--- src/rtl/ccw_pkg.sv ---
// Shared types and constants for the CCW retry controller and its delay timer.
package ccw_pkg;

    typedef enum logic [1:0] {
        IDLE  = 2'd0,
        WAIT  = 2'd1,
        DELAY = 2'd2,
        FAIL  = 2'd3
    } ccw_state_e;

    localparam int CCW_MAX_RETRIES_DEF = 3;
    localparam int RETRY_CNT_W         = 4;

endpackage

--- src/rtl/ccw_delay_timer.sv ---
// Repeat-delay timer: start loads a length and counts 0..length-1; done pulses on the last tick.
module ccw_delay_timer #(
    parameter int W = 4
) (
    input  logic         clk,
    input  logic         rst,
    input  logic         start,
    input  logic         abort,
    input  logic [W-1:0] length,
    output logic         done
);

    logic         run_q, run_d;
    logic [W-1:0] cnt_q, cnt_d;
    logic [W-1:0] len_q, len_d;

    assign done = run_q && (cnt_q == len_q - W'(1));

    always_comb begin
        run_d = run_q;
        cnt_d = cnt_q;
        len_d = len_q;
        if (abort) begin
            run_d = 1'b0;
            cnt_d = '0;
        end else if (start) begin
            run_d = 1'b1;
            cnt_d = '0;
            len_d = length;
        end else if (done) begin
            run_d = 1'b0;
            cnt_d = '0;
        end else if (run_q) begin
            cnt_d = cnt_q + W'(1);
        end
    end

    always_ff @(posedge clk) begin
        if (rst) begin
            run_q <= 1'b0;
            cnt_q <= '0;
            len_q <= '0;
        end else begin
            run_q <= run_d;
            cnt_q <= cnt_d;
            len_q <= len_d;
        end
    end

endmodule

--- src/rtl/ccw_retry_ctrl.sv ---
// CCW retry controller: delayed repeats on subdevice busy, source toggle on no-reply/error.
// Define CCW_RETRY_BACKOFF_EN to double the repeat delay on each successive attempt.
module ccw_retry_ctrl
    import ccw_pkg::*;
#(
    parameter int CLK_FREQ    = 50_000_000,
    parameter int DELAY_TICKS = CLK_FREQ / 10,
    parameter int MAX_RETRIES = CCW_MAX_RETRIES_DEF
) (
    input  logic                   clk,
    input  logic                   rst,
    input  logic                   ccw_sent,
    input  logic                   ccw_accepted,
    input  logic                   sd_busy,
    input  logic                   no_reply_or_err,
    output logic                   ccw_repeat_req,
    output logic                   ccw_toggle_com_src_req,
    output logic [RETRY_CNT_W-1:0] retry_cnt,
    output logic                   exhausted
);

`ifdef CCW_RETRY_BACKOFF_EN
    localparam int TICK_W = $clog2(DELAY_TICKS << (MAX_RETRIES - 1)) + 1;
`else
    localparam int TICK_W = $clog2(DELAY_TICKS) + 1;
`endif
    localparam logic [TICK_W-1:0]      BASE_LEN = TICK_W'(DELAY_TICKS);
    localparam logic [RETRY_CNT_W-1:0] MAX_R    = RETRY_CNT_W'(MAX_RETRIES);

    ccw_state_e             state_q, state_d;
    logic [RETRY_CNT_W-1:0] retry_q, retry_d;
    logic                   busy_q, err_q;
    logic                   repeat_q, repeat_d;
    logic                   toggle_q, toggle_d;
    logic                   exh_q, exh_d;
    logic                   busy_edge, err_edge;
    logic                   t_start, t_abort, t_done;
    logic [TICK_W-1:0]      len_d;

    assign busy_edge = sd_busy & ~busy_q;
    assign err_edge  = no_reply_or_err & ~err_q;

    always_comb begin
        state_d  = state_q;
        retry_d  = retry_q;
        repeat_d = 1'b0;
        toggle_d = 1'b0;
        t_start  = 1'b0;
        t_abort  = 1'b0;
        case (state_q)
            IDLE: begin
                if (ccw_sent) begin
                    state_d = WAIT;
                    retry_d = '0;
                end
            end
            WAIT: begin
                if (ccw_accepted) begin
                    state_d = IDLE;
                    retry_d = '0;
                end else if (ccw_sent) begin
                    retry_d = '0;
                end else if (err_edge || busy_edge) begin
                    if (retry_q < MAX_R) begin
                        retry_d  = retry_q + RETRY_CNT_W'(1);
                        state_d  = DELAY;
                        t_start  = 1'b1;
                        toggle_d = err_edge;
                    end else begin
                        state_d = FAIL;
                    end
                end
            end
            DELAY: begin
                if (ccw_accepted) begin
                    state_d = IDLE;
                    retry_d = '0;
                    t_abort = 1'b1;
                end else if (ccw_sent) begin
                    state_d = WAIT;
                    retry_d = '0;
                    t_abort = 1'b1;
                end else if (t_done) begin
                    state_d  = WAIT;
                    repeat_d = 1'b1;
                end
            end
            FAIL: begin
                if (ccw_sent) begin
                    state_d = WAIT;
                    retry_d = '0;
                end
            end
            default: state_d = IDLE;
        endcase
        exh_d = (state_d == FAIL);
    end

    // Delay length uses the post-increment attempt number, latched by the timer on start.
    always_comb begin
`ifdef CCW_RETRY_BACKOFF_EN
        len_d = BASE_LEN << (retry_d - RETRY_CNT_W'(1));
`else
        len_d = BASE_LEN;
`endif
    end

    ccw_delay_timer #(.W(TICK_W)) u_timer (
        .clk    (clk),
        .rst    (rst),
        .start  (t_start),
        .abort  (t_abort),
        .length (len_d),
        .done   (t_done)
    );

    always_ff @(posedge clk) begin
        if (rst) begin
            state_q  <= IDLE;
            retry_q  <= '0;
            busy_q   <= 1'b0;
            err_q    <= 1'b0;
            repeat_q <= 1'b0;
            toggle_q <= 1'b0;
            exh_q    <= 1'b0;
        end else begin
            state_q  <= state_d;
            retry_q  <= retry_d;
            busy_q   <= sd_busy;
            err_q    <= no_reply_or_err;
            repeat_q <= repeat_d;
            toggle_q <= toggle_d;
            exh_q    <= exh_d;
        end
    end

    assign ccw_repeat_req         = repeat_q;
    assign ccw_toggle_com_src_req = toggle_q;
    assign retry_cnt              = retry_q;
    assign exhausted              = exh_q;

endmodule

--- config.mk ---
export PLATFORM = sky130hd
export DESIGN_NAME = ccw_retry_ctrl
export DESIGN_NICKNAME = d
export VERILOG_FILES = /design/src/rtl/ccw_pkg.sv /design/src/rtl/ccw_delay_timer.sv /design/src/rtl/ccw_retry_ctrl.sv
export SDC_FILE = /design/constraint.sdc
export NUM_CORES = 1
export LEC_CHECK = 0
export ABC_AREA = 1
export BUFFER_PORTS_ARGS = -buffer_cell sky130_fd_sc_hd__clkbuf_2
export CAP_MARGIN = 20
export CORE_MARGIN = 8
export CORE_UTILIZATION = 50
export CTS_CLUSTER_DIAMETER = 50
export CTS_CLUSTER_SIZE = 10
export DETAILED_ROUTE_END_ITERATION = 7
export GPL_TIMING_DRIVEN = 0
export PLACE_DENSITY_LB_ADDON = 0.12
export SYNTH_ARGS = -nofsm -noshare
export SYNTH_HDL_FRONTEND = slang
export SYNTH_SLANG_ARGS = --single-unit
--- constraint.sdc ---
create_clock -name clk -period 2.5 [get_ports clk]
set_input_delay 0.25 -clock clk [delete_from_list [all_inputs] [get_ports clk]]
set_output_delay 0.25 -clock clk [all_outputs]
set_load 0.02 [all_outputs]
# Word level (Yosys, flattened, before mapping)
# Index checks and enable logic that the tools add are counted.
# totals
ff_bits	37
rom_bits	0
in_bits	6
word_cells	68
ram_bits	0
n_memories	0
latch_bits	0
output_inout_bits	7
# op_classes
mux	27
shifts	0
add_sub_neg	3
n_eq_ne	7
div_mod_pow	0
n_reduce_logical	11
bitwise	9
multipliers	0
order_cmp	1
# op_table
cell	n
24-bit by 1-bit adder with 24-bit output, second input constant	1
24-bit == test	1
4-bit two-way mux	6
23-bit by 1-bit subtractor with 24-bit output, second input constant	1
2-bit two-way mux	7
1-bit two-way mux	12
4-bit one-hot mux with 3 select lines	1
4-bit != test, second input constant	2
4-bit OR reduction	2
1-bit NOT	7
2-bit == test, second input constant	3
2-bit one-hot mux with 3 select lines	1
6-bit OR reduction	1
4-bit by 1-bit adder with 4-bit output, second input constant	1
4-bit by 2-bit less-than comparator with 1-bit output, second input constant	1
2-bit AND reduction	2
2-bit OR reduction	2
1-bit bitwise AND	2
2-bit by 1-bit == test with 1-bit output, second input constant	1
2-bit zero test	1
2-bit nonzero test	1
1-bit logical AND	1
1-bit logical OR	1

# Depth between registers and ports, before layout
# Gate-level depths: netlist of the first run.
# depth
depth_word	8
depth_mapped	12
ltp_nobuf	12

# Cells and area by module
# Synthesis of the first run repeated with hierarchy kept, for this count alone.
# unflattened
cells_unflattened	553
area_unflattened_um2	3718.6
# by_module_without_submodules
module	area_per_inst_um2	n_inst	cells_each
ccw_delay_timer	3083.0	1	461
ccw_retry_ctrl	635.6	1	92

# Worst setup path before layout of the first run
# No wires, ideal clock.
# synth_path
path_kind	reg-to-reg
from	register retry_q[0] (netlist: retry_cnt[0])
to	register u_timer.cnt_q[19]
period_less_slack_ns	1.444
slack_ns	1.056
t_arrival_ns	1.323
setup_time_ns	0.122
path_stages_with_launch	9
n_path_buf	1
t_required_ns	2.378
path_cell_list	dfxtp_1 -> ha_1 -> nor2_1 -> nand3_1 -> nor2_1 -> inv_1 -> nand3_4 -> buf_6 -> a21oi_1
# synth_between
elab_chain_len	7
# synth_lines
item	line_no	rtl
start, declared	ccw_retry_ctrl.sv:31	logic [RETRY_CNT_W-1:0] retry_q, retry_d;
start signal, assigned	ccw_retry_ctrl.sv:128	retry_q <= retry_d;
4-bit by 2-bit less-than comparator with 1-bit output	ccw_retry_ctrl.sv:64	if (retry_q < MAX_R) begin
1-bit two-way mux	ccw_retry_ctrl.sv:64	
1-bit two-way mux	ccw_retry_ctrl.sv:63	end else if (err_edge || busy_edge) begin
1-bit two-way mux	ccw_retry_ctrl.sv:61	end else if (ccw_sent) begin
1-bit two-way mux	ccw_retry_ctrl.sv:58	if (ccw_accepted) begin
1-bit two-way mux	ccw_retry_ctrl.sv:50	case (state_q)
4-bit OR reduction (no line)	--	
end signal, assigned	ccw_delay_timer.sv:45	cnt_q <= cnt_d;
end, declared	ccw_delay_timer.sv:14	logic [W-1:0] cnt_q, cnt_d;
# No other way between the ends.
# A chain may end at the register's enable or synchronous reset.

# Worst setup path in the final report of the first run
# layout_path
from	register state_q[0]
to	register u_timer.cnt_q[19]
# layout_between
elab_chain_len	3
elab_cells_between_ends	5
cone_classes	eq/ne: 2; mux: 2; reduce/logical: 1
# layout_lines
item	line_no	rtl
start, declared	ccw_retry_ctrl.sv:30	ccw_state_e state_q, state_d;
start signal, assigned	ccw_retry_ctrl.sv:127	state_q <= state_d;
2-bit by 1-bit == test with 1-bit output / 2-bit == test (equally long branches)	ccw_retry_ctrl.sv:50	
1-bit two-way mux	ccw_retry_ctrl.sv:50	
4-bit OR reduction (no line) (*)	--	
# Mark *: on every way between the ends. The rest lies on a longest branch, timed or not.

==> run summary, run 1 <==
# IOs: 13
Skew final: 9.223 ps
Vias in the first global route: 1604
CTS tree: yes
Antenna diodes: 0
R2R Path End: u_timer.cnt_q[19]
Clock sink count: 37
Seq/Total Area, Yosys: 0.3839
Final period utilization: 0.7112
Die X: 78.12 microns
Required time of the critical path: 2680 ps
YS warnings: 0
HPWL Detailed: 2985 microns
# hold bufs at CTS: 0
Initial antenna violation count: 0
Area contributors post-synth: dfxtp_1, nand2_1, nor2_1
Starting Density: 0.5231
Crit-path max FO: 10
Synth cell types: 32
Pleak: 0.8945 nW
Clock root cell: clkbuf_8
Placed cell count: 331
Gr usage total: 0.1447
HP Class: in2reg
Layout area overhead: 12.45%
WS Path Type: reg2reg
Wire per inst: 11.87 microns
Die height: 78.12 microns
Post-CTS Setup Repair Bufs: 0
Clk Latency, worst-skew pair: 290 ps
Setup crit start kind: register
DR DRC count: 0
Deepest clock path buffer count: 2
WHS Endpoint: busy_q
Worst setup EP type: register
Setup TNS: 0 ps
Worst slew pin tran: 437.2 ps
First-pass GRT wire length: 7113 microns
Row count: 22
Worst reg2reg startpoint: state_q[0]
Clock transition at the registers of the reported paths: 80 ps
DIE AREA: 0.006103 sq mm
Gpl congestion: 0.8469
Hold_sp: sd_busy
Drt pass-1 iters: 4
Setup-failing EPs final: 0
Avg Inst Size Synth: 7.119 sq um
Max cap viols: 0
Fin. Hold Viols: 0
Post-synth top area share: 0.3839
Largest net degree at the start of global routing: 13
Max-slew headroom: 0.7085
Input/output buffers: 12
H-tree depth: 2
Core Area: 0.003689 sq mm
Pins Over Slew Limit: 0
1st-iter DRT viols: 63
Unrepaired setup endpoints after global routing: false
Area leader, netlist: dfxtp_1
TritonCTS buffer count: 5
Post-route insts no fill: 339
Hold Crit Depth: 3
Cells after synthesis: 271
CTS resizes: 0
Crit path time final: 1778 ps
Mapped cell area: 0.001929 sq mm
Gr ovfl total: 0
Critical Path AT: 1950 ps
Final wirelength: 4023 microns
Syn Nets: 281
Layout cell share with drive strength beyond 1: 0.1615
Max Fclk: 562.4 MHz
Seq cells post-synth: 37
Status: completed
Power Density: 563.6 mW/mm^2
Post-DRT Antenna Nets: 0
Worst R2R Setup Slack: 720 ps
Via count: 1609
Worst vdd ir: 383.4 uV
Via density: 4.746
R2R depth: 9
Final Net Count: 300
-- registers in the layout, indices dropped and copies added (netlist names) --
signal and count:
u_timer.cnt_q 24, ccw_toggle_com_src_req 1, state_q 2, u_timer.run_q 1, retry_cnt 4, err_q 1
exhausted 1, u_timer.len_q 1, ccw_repeat_req 1, busy_q 1
-- cells in the mapped netlist --
library cell / instances
xor2_1: 10
nor3_1: 5
nand2_1: 59
nor4_1: 1
nor3_2: 3
a21oi_2: 1
nand3_1: 11
nor2_2: 7
nor2_4: 1
nand3_2: 2
xnor2_1: 6
ha_1: 4
nand2_2: 6
a211oi_1: 1
o21ai_0: 5
nor2_1: 48
nand3_4: 1
nand3b_1: 1
o31ai_1: 1
clkbuf_2: 1
buf_6: 2
buf_4: 1
nor3b_1: 1
or2_0: 3
inv_1: 34
nand4_1: 3
a21oi_1: 12
a31oi_1: 1
clkbuf_1: 1
inv_2: 1
o22ai_2: 1
dfxtp_1: 37
-- report_power, final --
group	total [mW]	internal (mW)	leakage (nW)	switching [mW]
Clock	0.547	0.324	0.0574	0.222
Combinational	0.0739	0.0268	0.538	0.0471
Sequential	0.602	0.596	0.299	0.00626
-- layout make-up --
class,instances,area [sq um]
Clock buffer,6,82.58
Multi-Input combinational cell,194,1018
Tap cell,48,60.06
Clock inverter,2,37.54
Buffer,5,38.79
Fill cell,359,1519
Timing Repair Buffer,12,60.06
Inverter,35,131.4
Sequential cell,37,740.7
-- cells by family (layout without fill, tap and decap cells) --
group                      after synthesis  in the layout  share of synthesized area
AOI/OAI and AO/OA                       22             22                    0.06615
buffers and inverters                   40             60                    0.08819
adders and majority gates                4              4                    0.02594
DFF                                     37             37                     0.3839
and+or+nand+nor                        152            152                     0.3632
xor gates and xnor gates                16             16                    0.07263
-- layer usage --
metal  GRT usage  share of wire  wire [microns]  vias up
met5           0              0               0        -
met4     0.05926         0.0099              40        0
met3     0.03872          0.025             100        4
met2      0.2411           0.46            1859       18
met1      0.1716           0.50            2023      710
li1            -              -               -      877
-- worst max-delay path, stage by stage, from the launching register on --
cell,delay (ps)
dfxtp_1,400
ha_1,190
nand2_1,70
nor2_1,130
inv_1,70
nor2_1,260
inv_1,160
nand3_4,140
buf_6,170
a21oi_1,50
-- placed cells by master, fill, tap and decap left out, types with 4 or more instances in the layout --
master,netlist,final
nand2_2,6,6
nor2_1,48,48
xor2_1,10,10
o21ai_0,5,5
clkbuf_2,1,13
xnor2_1,6,6
nand3_1,11,11
nor2_2,7,7
clkbuf_8,0,6
inv_1,34,34
a21oi_1,12,12
ha_1,4,4
nor3_1,5,5
dfxtp_1,37,37
nand2_1,59,59
-- stage by stage --
step / power [mW] / cell area, sq um / worst slack [ps] / util / hold slack, ps
2_1_floorplan: 0.6689 / 1929 / 1056 / - / 328.9
3_3_place_gp: 0.6896 / 2049 / 787.6 / 0.5556 / 442.6
3_5_place_dp: 0.6907 / 2049 / 781.1 / 0.5556 / 441.9
4_1_cts: 1.239 / 2170 / 769.3 / 0.5882 / 177.8
5_1_grt: 1.274 / 2170 / 502.6 / 0.5882 / 189.0
6_report: 1.223 / 2170 / 721.9 / 0.5882 / 182.9
-- how the worst max path moves through the flow --
| stage | slack, ps | endpoint | start |
|---|---|---|---|
| 6_report | 720 | u_timer.cnt_q[19] | state_q[0] |
| 5_1_grt | 500 | u_timer.cnt_q[19] | state_q[1] |
| 4_1_cts | 770 | u_timer.cnt_q[19] | state_q[0] |
| 3_5_place_dp | 780 | u_timer.cnt_q[19] | state_q[0] |
| 3_3_place_gp | 790 | u_timer.cnt_q[16] | state_q[0] |
| 2_1_floorplan | 1060 | u_timer.cnt_q[19] | retry_cnt[0] |
Power figures use the tool's default switching activity.
==> run 2: changes to the inputs <==
==> constraint.sdc (replaced) <==
create_clock -name clk -period 1.8 [get_ports clk]
set_input_delay 0.18 -clock clk [delete_from_list [all_inputs] [get_ports clk]]
set_output_delay 0.18 -clock clk [all_outputs]
set_load 0.02 [all_outputs]
==> run 2 against run 1 <==
  * Clock skew barely moved
  * Sequential cell count did not move
  * Global-route usage did not move
  * Register-to-register slack got worse by 550 ps
  * Cell count did not move
  * Design area rose by 0.46%
  * Sequential share of layout area fell by 0.16 points
  * Maximum frequency rose by 9.5%
==> run summary, run 2 (synthesis results as in run 1) <==
Fill count: 359
Deepest clock path buffer count: 2
Reg area: 740.7 sq um
First-pass GRT wire length: 7113 microns
HPWL Detailed: 2985 microns
Drt pass-1 iters: 4
Setup-failing EPs final: 0
Max Fclk: 616.1 MHz
1st-iter DRT viols: 63
Max cap viols: 0
Largest register FFs: 24
Post-DRT Antenna Nets: 0
# hold bufs at CTS: 0
Largest Register: u_timer.cnt_q
Via count: 1615
Most frequent cells in the layout: nand2_1, nor2_1, dfxtp_1
HP Class: in2reg
Final worst slack: 176.9 ps
Most common cell after layout, fill and taps aside: nand2_1
Die X: 78.12 microns
Antenna diodes: 0
Pins Over Slew Limit: 0
Pleak: 0.8942 nW
DIE AREA: 0.006103 sq mm
Layout cell share with drive strength beyond 1: 0.1684
Largest net degree at the start of global routing: 13
Gr ovfl total: 0
Final wirelength: 4041 microns
Required time of the critical path: 1980 ps
Die height: 78.12 microns
Worst setup EP type: register
Core Area: 0.003689 sq mm
Wire per inst: 11.92 microns
H-tree depth: 2
Layout area overhead: 12.97%
Setup crit start kind: register
Setup TNS: 0 ps
Power Density: 781.7 mW/mm^2
WS Path Type: reg2reg
Crit path time final: 1623 ps
Max-slew headroom: 0.6994
Post-CTS Setup Repair Bufs: 0
Starting Density: 0.5231
Area of the multi-input gates: 0.001028 sq mm
Critical Path AT: 1800 ps
Fin. Hold Viols: 0
Clk Latency, worst-skew pair: 290 ps
Clock root cell: clkbuf_8
Clock sink count: 37
Clock transition at the registers of the reported paths: 80 ps
Final Net Count: 300
Initial antenna violation count: 0
Row count: 22
Pre-CTS WS: 81.09 ps
Worst vdd ir: 537.4 uV
Worst slew pin tran: 450.9 ps
Input/output buffers: 12
Via density: 4.764
Unrepaired setup endpoints after global routing: false
Skew final: 9.187 ps
Gpl congestion: 0.8469
Final period utilization: 0.9017
CTS tree: yes
Gr usage total: 0.1447
# IOs: 13
Crit-path max FO: 10
Vias in the first global route: 1604
TritonCTS buffer count: 5
Status: completed
Worst R2R Setup Slack: 180 ps
DR DRC count: 0
==> run 2: area by class of cell <==
type                            count  area share
Inverter                           35     0.06028
Timing Repair Buffer               12     0.02755
Clock buffer                        6     0.03789
Buffer                              5     0.01780
Sequential cell                    37      0.3398
Multi-Input combinational cell    194      0.4719
Clock inverter                      2     0.01722
Tap cell                           48     0.02755
==> run 2: critical path, stage by stage, from the launching register on <==
cell and delay, ps:
dfxtp_1 380, ha_1 260, nand3_1 100, nor2_1 120
nand2_1 70, nor2_2 130, nand2_2 90, nand3_4 140
buf_6 170, a21oi_1 50
==> run 2: path summary, 6_finish.rpt <==
kind              depth (start not counted)           endpoint              from
hold reg to reg                           2       retry_cnt[2]      retry_cnt[2]
setup / recovery                          9  u_timer.cnt_q[19]  u_timer.cnt_q[0]
setup reg to reg                          9  u_timer.cnt_q[19]  u_timer.cnt_q[0]
hold / removal                            3             busy_q           sd_busy
==> run 2: per-layer routing <==
| metal | vias up | track usage | wire (microns) |
|---|---|---|---|
| met3 | 4 | 0.03872 | 105 |
| met1 | 710 | 0.1716 | 2034 |
| li1 | 879 | - | - |
| met4 | 0 | 0.05926 | 40 |
| met2 | 22 | 0.2411 | 1862 |
| met5 | - | 0 | 0 |
==> run 2: timing repair <==
item | CTS | global route
endpoints found under the setup margin | 0 | 24
gates resized for setup | 0 | 3
hold endpoints to repair | 0 | 0
==> run 2: power breakdown <==
part           total (mW)  leakage, nW  switching (mW)  internal (mW)
Combinational       0.106        0.538          0.0681         0.0378
Clock               0.762       0.0574           0.311          0.451
Sequential          0.836        0.299         0.00883          0.828
==> run 2: per-stage QoR <==
stage / cells / hold WS [ps] / instance area (sq um) / total power [mW] / utilization
5_1_grt: 339 / 119.0 / 2180 / 1.772 / 0.5909
3_5_place_dp: 331 / 421.4 / 2049 / 0.9593 / 0.5556
6_report: 339 / 112.6 / 2180 / 1.704 / 0.5909
2_1_floorplan: 271 / 258.9 / 1929 / 0.9290 / -
3_3_place_gp: 331 / 406.1 / 2049 / 0.9577 / 0.5556
4_1_cts: 339 / 107.8 / 2170 / 1.721 / 0.5882
==> run 3: changes to the inputs <==
--- a/config.mk
+++ b/config.mk
@@ -15,6 +15,7 @@
 export DETAILED_ROUTE_END_ITERATION = 7
 export GPL_TIMING_DRIVEN = 0
 export PLACE_DENSITY_LB_ADDON = 0.12
+export RECOVER_POWER = 50
 export SYNTH_ARGS = -nofsm -noshare
 export SYNTH_HDL_FRONTEND = slang
 export SYNTH_SLANG_ARGS = --single-unit
==> run 3 against run 2 <==
  * Routed wire length decreased by 0.15%
  * Die area unchanged
  * Maximum frequency about the same
  * Sequential share of layout area up 0.16 points
  * Cell count did not move
  * Design area decreased by 0.46%
  * Critical path type unchanged
  * Via count about the same
  * Combinational power about the same
  * Non-clock buffer count stayed put
  * Count of clock-buffer cells in the layout did not move
  * Register-to-register slack barely moved
==> run summary, run 3 (synthesis results as in run 1) <==
Largest net degree at the start of global routing: 13
Die X: 78.12 microns
Setup-failing EPs final: 0
Final worst slack: 176.9 ps
Reg power frac: 0.491
Crit path time final: 1623 ps
Input/output buffers: 12
HP Class: in2reg
Net switching power: 0.3877 mW
Layout cell share with drive strength beyond 1: 0.1409
Status: completed
Die height: 78.12 microns
CTS resizes: 0
Most frequent cells in the layout: nand2_1, nor2_1, dfxtp_1
Post-CTS Setup Repair Bufs: 0
Post-DRT Antenna Nets: 0
Wire per inst: 11.90 microns
Gr ovfl total: 0
Int Power: 1.315 mW
Antenna diodes: 0
Placed cell count: 331
Switching Fraction: 0.2276
Comb power frac: 0.062
Final wirelength: 4035 microns
# hold bufs at CTS: 0
Gpl congestion: 0.8469
HPWL Detailed: 2985 microns
1st-iter DRT viols: 61
H-tree depth: 2
Max Fclk: 616.1 MHz
Max-slew headroom: 0.7061
# IOs: 13
Unrepaired setup endpoints after global routing: false
DIE AREA: 0.006103 sq mm
Vias in the first global route: 1604
Clk pwr share: 0.447
Initial antenna violation count: 0
Pins Over Slew Limit: 0
Fin. Hold Viols: 0
Gr usage total: 0.1447
Skew final: 9.057 ps
Core Area: 0.003689 sq mm
Power Density: 785.0 mW/mm^2
WS Path Type: reg2reg
Setup TNS: 0 ps
Required time of the critical path: 1980 ps
Largest Register: u_timer.cnt_q
DR DRC count: 0
Via count: 1614
Pleak: 0.8670 nW
Clock transition at the registers of the reported paths: 80 ps
Critical Path AT: 1800 ps
Drt pass-1 iters: 4
Max cap viols: 0
Row count: 22
Starting Density: 0.5231
CTS tree: yes
Deepest clock path buffer count: 2
Layout area overhead: 12.45%
Clock root cell: clkbuf_8
Pre-CTS WS: 81.09 ps
Setup crit start kind: register
Worst slew pin tran: 440.8 ps
Clock sink count: 37
Crit-path max FO: 10
Final Net Count: 300
Post-route insts no fill: 339
Clk Latency, worst-skew pair: 290 ps
TritonCTS buffer count: 5
Worst vdd ir: 530.0 uV
Worst setup EP type: register
First-pass GRT wire length: 7113 microns
Most common cell after layout, fill and taps aside: nand2_1
Largest register FFs: 24
Final period utilization: 0.9017
Via density: 4.761
## run 3: cell counts in the layout (fill, tap and decap cells not counted)
Identical to the previous run, type by type.
## run 3: power by group through the flow
stage,logic (mW),registers (mW),clock network (mW)
floorplan,0.0744,0.855,0
global placement,0.103,0.855,0
detailed placement,0.104,0.855,0
CTS,0.104,0.836,0.781
global route,0.118,0.837,0.816
finish,0.105,0.836,0.762
## run 3: final timing paths
check	slack, ps	startpoint	cells after the start	end
worst min-delay path	110	sd_busy	3	busy_q
worst min register to register	460	retry_cnt[2]	2	retry_cnt[2]
worst max-delay path	180	u_timer.cnt_q[0]	9	u_timer.cnt_q[19]
worst max register to register	180	u_timer.cnt_q[0]	9	u_timer.cnt_q[19]
## run 3: area by class of cell
class / instances / area, sq um
clock inverters: 2 / 37.54
flip-flops and latches: 37 / 740.7
fillers: 363 / 1519
inverters: 35 / 131.4
multi-input cells: 194 / 1028
plain buffers: 5 / 38.79
well taps: 48 / 60.06
clock buffers: 6 / 82.58
repair buffers: 12 / 50.05
## run 3: per-layer routing
layer | track usage | part of all wire | vias to the layer above
li1 | - | - | 878
met2 | 0.2411 | 0.46 | 20
met3 | 0.03872 | 0.025 | 4
met5 | 0 | 0 | -
met1 | 0.1716 | 0.50 | 712
met4 | 0.05926 | 0.0099 | 0
## run 3: worst max-delay path, stage by stage (launching register included)
cell and delay [ps]:
dfxtp_1 380, ha_1 260, nand3_1 100, nor2_1 120, nand2_1 70, nor2_2 130
nand2_2 90, nand3_4 140, buf_6 170, a21oi_1 50
## run 3: metrics by stage
step                      hold WS [ps]  instance area (sq um)  utilization  power (mW)
final                            112.7                   2170       0.5882       1.703
after CTS                        107.8                   2170       0.5882       1.721
after detailed placement         421.4                   2049       0.5556      0.9593
after floorplan                  258.9                   1929            -      0.9290
after global placement           406.1                   2049       0.5556      0.9577
after global routing             119.0                   2170       0.5882       1.772
